`config.mk`:
```
export PLATFORM = sky130hd
export DESIGN_NAME = segre_fetch_unit_flat
export DESIGN_NICKNAME = d
export VERILOG_FILES = /design/src/rtl/segre_fetch_unit_if.sv /design/src/rtl/segre_fetch_unit.sv /design/src/flat_wrapper.sv
export SDC_FILE = /design/constraint.sdc
export NUM_CORES = 1
export LEC_CHECK = 0
export ABC_AREA = 1
export ABC_CLOCK_PERIOD_IN_PS = 6350
export BUFFER_PORTS_ARGS = -buffer_cell sky130_fd_sc_hd__buf_2
export CAP_MARGIN = 40
export CELL_PAD_IN_SITES_DETAIL_PLACEMENT = 0
export CELL_PAD_IN_SITES_GLOBAL_PLACEMENT = 2
export CORE_UTILIZATION = 27
export DETAILED_ROUTE_END_ITERATION = 7
export GPL_TIMING_DRIVEN = 1
export PLACE_DENSITY_LB_ADDON = 0.1
export SLEW_MARGIN = 0
export SYNTH_ARGS = -nofsm -noshare
export SYNTH_HDL_FRONTEND = slang
export SYNTH_SLANG_ARGS = --single-unit
```
`constraint.sdc`:
```
create_clock -name clk_i -period 6.35 [get_ports clk_i]
set_input_delay 0.3175 -clock clk_i [delete_from_list [all_inputs] [get_ports clk_i]]
set_output_delay 0.3175 -clock clk_i [all_outputs]
set_load 0.02 [all_outputs]
```
`src/rtl/segre_fetch_unit_if.sv`:
```
// Fetch-side bus: i-cache lookup port and decode-facing head port.
// master = fetch unit, slave = cache/decode environment.
interface segre_fetch_unit_if #(
  parameter int ADDR_W    = 32,
  parameter int WORD_SIZE = 32
);
  logic                 ic_rd_o;
  logic [ADDR_W-1:0]    ic_addr_o;
  logic                 ic_hit_i;
  logic [WORD_SIZE-1:0] ic_instr_i;
  logic                 instr_valid_o;
  logic                 instr_ready_i;
  logic [WORD_SIZE-1:0] instr_o;
  logic [ADDR_W-1:0]    pc_o;

  modport master (
    output ic_rd_o,
    output ic_addr_o,
    input  ic_hit_i,
    input  ic_instr_i,
    output instr_valid_o,
    input  instr_ready_i,
    output instr_o,
    output pc_o
  );

  modport slave (
    input  ic_rd_o,
    input  ic_addr_o,
    output ic_hit_i,
    output ic_instr_i,
    input  instr_valid_o,
    output instr_ready_i,
    input  instr_o,
    input  pc_o
  );
endinterface

```
`src/rtl/segre_fetch_unit.sv`:
```
// Fetch unit: PC generation, i-cache lookup and circular fetch queue.
// Optional perf counters enabled by defining SEGRE_FETCH_PERF_EN.
module segre_fetch_unit #(
  parameter int              FQ_DEPTH  = 4,
  parameter int              ADDR_SIZE = 32,
  parameter int              ADDR_W    = ADDR_SIZE,
  parameter logic [ADDR_W-1:0] BOOT_ADDR = '0
) (
  input  logic              clk_i,
  input  logic              rst_i,
  segre_fetch_unit_if.master fu,
  input  logic              tkbr_i,
  input  logic [ADDR_W-1:0] new_pc_i,
  output logic              misalign_o,
  output logic [$clog2(FQ_DEPTH+1)-1:0] fq_count_o
`ifdef SEGRE_FETCH_PERF_EN
  ,
  output logic [31:0]       perf_fetched_o,
  output logic [31:0]       perf_miss_cycles_o
`endif
);

  localparam int WORD_SIZE = 32;
  localparam int CNT_W     = $clog2(FQ_DEPTH+1);
  localparam int PTR_W     = $clog2(FQ_DEPTH);
  localparam logic [WORD_SIZE-1:0] NOP_INSTR = 32'h0000_0013;

  logic [ADDR_W-1:0]    fetch_pc;
  logic [PTR_W-1:0]     head;
  logic [PTR_W-1:0]     tail;
  logic [CNT_W-1:0]     count;
  logic [ADDR_W-1:0]    q_pc  [FQ_DEPTH];
  logic [WORD_SIZE-1:0] q_ins [FQ_DEPTH];
  logic                 misalign_q;

  logic full;
  logic rd;
  logic push;
  logic pop;
  logic valid;

  // Lookup is judged on start-of-cycle occupancy, so a pop
  // never frees a slot for a same-cycle push.
  assign full  = (count == CNT_W'(FQ_DEPTH));
  assign rd    = !rst_i && !full && !tkbr_i;
  assign push  = rd && fu.ic_hit_i;
  assign valid = !rst_i && !tkbr_i && (count != '0);
  assign pop   = valid && fu.instr_ready_i;

  assign fu.ic_rd_o       = rd;
  assign fu.ic_addr_o     = fetch_pc;
  assign fu.instr_valid_o = valid;
  assign fu.instr_o       = valid ? q_ins[head] : NOP_INSTR;
  assign fu.pc_o          = valid ? q_pc[head] : '0;
  assign misalign_o       = misalign_q;
  assign fq_count_o       = rst_i ? '0 : count;

  // Fetch PC: boot, redirect (word aligned) or advance on hit.
  always_ff @(posedge clk_i) begin
    if (rst_i) begin
      fetch_pc <= BOOT_ADDR;
    end else if (tkbr_i) begin
      fetch_pc <= {new_pc_i[ADDR_W-1:2], 2'b00};
    end else if (push) begin
      fetch_pc <= fetch_pc + ADDR_W'(4);
    end
  end

  // Queue pointers and occupancy; a redirect flushes everything.
  always_ff @(posedge clk_i) begin
    if (rst_i || tkbr_i) begin
      head  <= '0;
      tail  <= '0;
      count <= '0;
    end else begin
      if (push) tail <= tail + PTR_W'(1);
      if (pop)  head <= head + PTR_W'(1);
      unique case ({push, pop})
        2'b10:   count <= count + CNT_W'(1);
        2'b01:   count <= count - CNT_W'(1);
        default: count <= count;
      endcase
    end
  end

  // Queue storage written at the tail on every hit.
  always_ff @(posedge clk_i) begin
    if (push) begin
      q_pc[tail]  <= fetch_pc;
      q_ins[tail] <= fu.ic_instr_i;
    end
  end

  // One-cycle flag for a redirect target that was not word aligned.
  always_ff @(posedge clk_i) begin
    if (rst_i) begin
      misalign_q <= 1'b0;
    end else if (tkbr_i) begin
      misalign_q <= |new_pc_i[1:0];
    end else begin
      misalign_q <= 1'b0;
    end
  end

`ifdef SEGRE_FETCH_PERF_EN
  logic [31:0] fetched_q;
  logic [31:0] miss_q;
  logic        miss;

  assign miss               = rd && !fu.ic_hit_i;
  assign perf_fetched_o     = fetched_q;
  assign perf_miss_cycles_o = miss_q;

  // Saturating event counters; survive redirects, cleared by reset.
  always_ff @(posedge clk_i) begin
    if (rst_i) begin
      fetched_q <= '0;
      miss_q    <= '0;
    end else begin
      if (push && fetched_q != 32'hFFFF_FFFF) fetched_q <= fetched_q + 32'd1;
      if (miss && miss_q != 32'hFFFF_FFFF)    miss_q    <= miss_q + 32'd1;
    end
  end
`endif

endmodule
```
`src/flat_wrapper.sv`:
```
// flat-port wrapper written by rule: the top's interface ports become plain ports
module segre_fetch_unit_flat 
#(
  parameter int              FQ_DEPTH  = 4,
  parameter int              ADDR_SIZE = 32,
  parameter int              ADDR_W    = ADDR_SIZE,
  parameter logic [ADDR_W-1:0] BOOT_ADDR = '0
)
  (clk_i, rst_i, tkbr_i, new_pc_i, misalign_o, fq_count_o, fu_ic_rd_o, fu_ic_addr_o, fu_ic_hit_i, fu_ic_instr_i, fu_instr_valid_o, fu_instr_ready_i, fu_instr_o, fu_pc_o);
  segre_fetch_unit_if #(.ADDR_W(ADDR_W)) fu_i ();
  input  logic clk_i;
  input  logic rst_i;
  input  logic tkbr_i;
  input  logic [ADDR_W-1:0] new_pc_i;
  output logic misalign_o;
  output logic [$clog2(FQ_DEPTH+1)-1:0] fq_count_o;
  output wire logic [$bits(fu_i.ic_rd_o)-1:0] fu_ic_rd_o;
  output wire logic [$bits(fu_i.ic_addr_o)-1:0] fu_ic_addr_o;
  input wire logic [$bits(fu_i.ic_hit_i)-1:0] fu_ic_hit_i;
  input wire logic [$bits(fu_i.ic_instr_i)-1:0] fu_ic_instr_i;
  output wire logic [$bits(fu_i.instr_valid_o)-1:0] fu_instr_valid_o;
  input wire logic [$bits(fu_i.instr_ready_i)-1:0] fu_instr_ready_i;
  output wire logic [$bits(fu_i.instr_o)-1:0] fu_instr_o;
  output wire logic [$bits(fu_i.pc_o)-1:0] fu_pc_o;
  assign fu_ic_rd_o = fu_i.ic_rd_o;
  assign fu_ic_addr_o = fu_i.ic_addr_o;
  assign fu_i.ic_hit_i = fu_ic_hit_i;
  assign fu_i.ic_instr_i = fu_ic_instr_i;
  assign fu_instr_valid_o = fu_i.instr_valid_o;
  assign fu_i.instr_ready_i = fu_instr_ready_i;
  assign fu_instr_o = fu_i.instr_o;
  assign fu_pc_o = fu_i.pc_o;
  segre_fetch_unit #(.FQ_DEPTH(FQ_DEPTH), .ADDR_SIZE(ADDR_SIZE), .ADDR_W(ADDR_W), .BOOT_ADDR(BOOT_ADDR)) u_core (.clk_i(clk_i), .rst_i(rst_i), .fu(fu_i), .tkbr_i(tkbr_i), .new_pc_i(new_pc_i), .misalign_o(misalign_o), .fq_count_o(fq_count_o));
endmodule
```
==> flow_metrics.py <==
metrics = {
    "outcome": {
        "outcome": "completed",
    },
    "timing": {
        "rsz0062_at_grt": "false",
        "whs_ns": 0.0334,
        "period_minus_slack_ns": 3.64,
        "finalWorstSetupSlack_ns": 2.71,
        "fin_skew_ns": 0.0123,
        "setup_viol": 0,
        "tightest_slew_ns": 0.772,
        "post-route-period-util": 0.574,
        "fmaxAchievable_ghz": 0.275,
        "relSlewSlack": 0.485,
        "hold_violations": 0,
        "tns_ns": 0,
        "maxSlewViolCount": 0,
    },
    "clock_tree": {
        "cts-root-buf": "clkbuf_16",
        "tritoncts": "built",
        "cts_buffers": 36,
        "clock_tree.buffer_depth": 3,
        "clk_latency_ns": 0.55,
        "worst_setup_hold_path_clk_slew_ns": 0.05,
        "postCtsSetupBuffers": 0,
        "cts.sinks": 288,
        "ctsResizeCount": 0,
        "cts.htree.levels": 2,
    },
    "global_routing": {
        "top_usage_layer": "met2",
        "use_met1": 0.212,
        "antenna_found_initial": 1,
        "grt_pass1_vias": 8904,
        "grt_max_degree": 71,
        "grt_use_met2": 0.263,
        "use_met3": 0.0284,
        "grt-ovfl-total": 0,
        "grt_pass1_wl_um": 55200,
        "grt_usage": 0.158,
    },
    "route": {
        "route.detailed.drc": 0,
        "ant_nets": 0,
        "firstDrtPassIters": 4,
        "dr_total_vias": 8780,
        "vias_per_cell": 4.43,
        "routed_wirelength_um": 36100,
        "drt_iter0_drc": 524,
        "wl_per_cell_um": 18.2,
    },
    "setup_path": {
        "start_kind": "register",
        "crit_arrival_ns": 3.33,
        "r2r_cells": 5,
        "cp_max_fo": 70,
        "end_kind": "output pin",
        "critPathRequiredTime_ns": 6.03,
        "worst-setup-path-type": "register to output pin",
    },
    "power": {
        "p_clk_frac": 0.452,
        "p_comb_frac": 0.042,
        "intPower_mw": 3.25,
        "leakagePower_nw": 5.58,
        "p_switching_uw": 952,
        "swShare": 0.227,
        "pwr-share-seq": 0.506,
        "finalPower_mw": 4.20,
        "power-per-cell-area_nw_per_um2": 278,
        "ir_drop_uv": 144,
    },
    "final_layout": {
        "regArea_um2": 8260,
        "final_cells": 1981,
        "finalInstanceArea_um2": 15100,
        "layout_common_cells": "nor2_1 (295), edfxtp_1 (248), buf_2 (166), o21ai_0 (159), nand2_1 (121)",
        "multi_input_area_um2": 3380,
        "syn_to_final_growth_pct": 24.4,
        "fin_util": 0.341,
        "final_nets": 1438,
        "fillers": 4576,
        "drive_gt1_frac": 0.179,
        "n_antenna_cell": 0,
        "layout_commonest_cell": "nor2_1",
    },
    "yosys": {
        "synth_top_cell_area_share": 0.613,
        "synth_area_leader_cell": "edfxtp_1",
        "synthTopCellsByArea": "edfxtp_1 (61%), nor2_1 (9.2%), dfxtp_1 (6.6%), o21ai_0 (6.6%), nand2_1 (3.8%)",
        "synth_flop_cell": "edfxtp_1",
        "synth_edf_count": 248,
        "syn-instance-count": 1170,
        "ys_seq_area_frac": 0.679,
        "netlist_area_um2": 12100,
        "synth_seq_cells": 288,
        "ys_warn_count": 0,
        "postSynth.asyncResetShare": 0,
        "synth.avg_cell_area_um2": 10.4,
        "yosys.cell_types.count": 30,
    },
    "floorplanning": {
        "row_count": 77,
        "fp.coreArea_um2": 44300,
        "chipHeight_um": 214,
        "num_io_pins": 171,
        "start_util": 0.274,
        "die_area_um2": 45800,
        "fp.dieW_um": 214,
    },
    "placement": {
        "post_dp_cell_area_um2": 13700,
        "dp_cells": 1885,
        "gp_congestion": 0.697,
        "portBuffers": 166,
        "dp_slack_ns": 3.14,
        "dpl.hpwl_um": 21800,
    },
    "min_path": {
        "whs_path_depth": 1,
        "hold_path_class": "input port to register",
    },
    "flow_run": {
        "cap_violations": 0,
    },
}
## layer usage
layer / up-vias / wire, um
met5: - / 0
met3: 44 / 1280
met1: 4178 / 17100
met4: 0 / 621
met2: 169 / 17100
li1: 4389 / -
## power by group through the flow
| stage | Sequential, mW | Combinational [mW] | Clock, mW |
|---|---|---|---|
| after global placement | 2.17 | 0.158 | 0 |
| after CTS | 2.13 | 0.179 | 1.97 |
| after floorplan | 2.16 | 0.0749 | 0 |
| after detailed placement | 2.17 | 0.163 | 0 |
| final | 2.13 | 0.175 | 1.90 |
| after global routing | 2.13 | 0.197 | 2.04 |
## final cells by class
class	instances	area share
Timing Repair Buffer	213	0.0904
Inverter	74	0.0185
Clock buffer	46	0.0621
Sequential cell	288	0.546
Multi-Input combinational cell	749	0.224
Clock inverter	19	0.00977
Tap cell	592	0.0490
## Yosys cell counts, types with 3 or more instances
master	instances
xnor2_1	3
clkbuf_1	41
inv_2	3
o311ai_0	3
nor2_1	299
nor2_2	4
dfxtp_1	40
a31oi_1	5
buf_2	14
nand3_1	41
buf_6	3
edfxtp_1	248
a21oi_1	89
ha_1	6
o21ai_0	159
inv_1	71
nand2_1	122
buf_4	4
## sequential cells by signal, summed over array words and instances, names as in the netlist, named ones only
signal and count:
u_core.head 2, u_core.misalign_o 1, u_core.tail 2, u_core.count 3
u_core.q_ins 128, u_core.q_pc 120, u_core.fu.ic_addr_o 30
## path summary, 6_finish.rpt
path | start | to | slack (ns)
min | fu_ic_instr_i[11] | u_core.q_ins[2][11] | 0.03
min reg2reg | u_core.head[1] | register | 0.46
max reg2reg | u_core.count[1] | u_core.q_ins[2][10] | 3.95
max | register | fu_pc_o[8] | 2.71
## cell families after synthesis
kind of cell | synth area share
AOI/OAI and AO/OA | 0.109
xor gates and xnor gates | 0.00361
adders and majority gates | 0.00783
buffers and inverters | 0.0466
DFF | 0.679
other | 0.000309
and+or+nand+nor | 0.154
## worst max-delay path, cell delays in order (launching register included)
cell	delay [ns]
dfxtp_4	0.72
clkinv_2	0.76
buf_4	0.61
o21ai_0	0.28
a21oi_1	0.15
buf_2	0.19
## repair_timing
item / CTS / global route
setup endpoints to repair: 0 / 0
hold endpoints to repair: 118 / 0
hold buffers: 31 / 0
No activity file was read; power rests on OpenSTA's default activity.
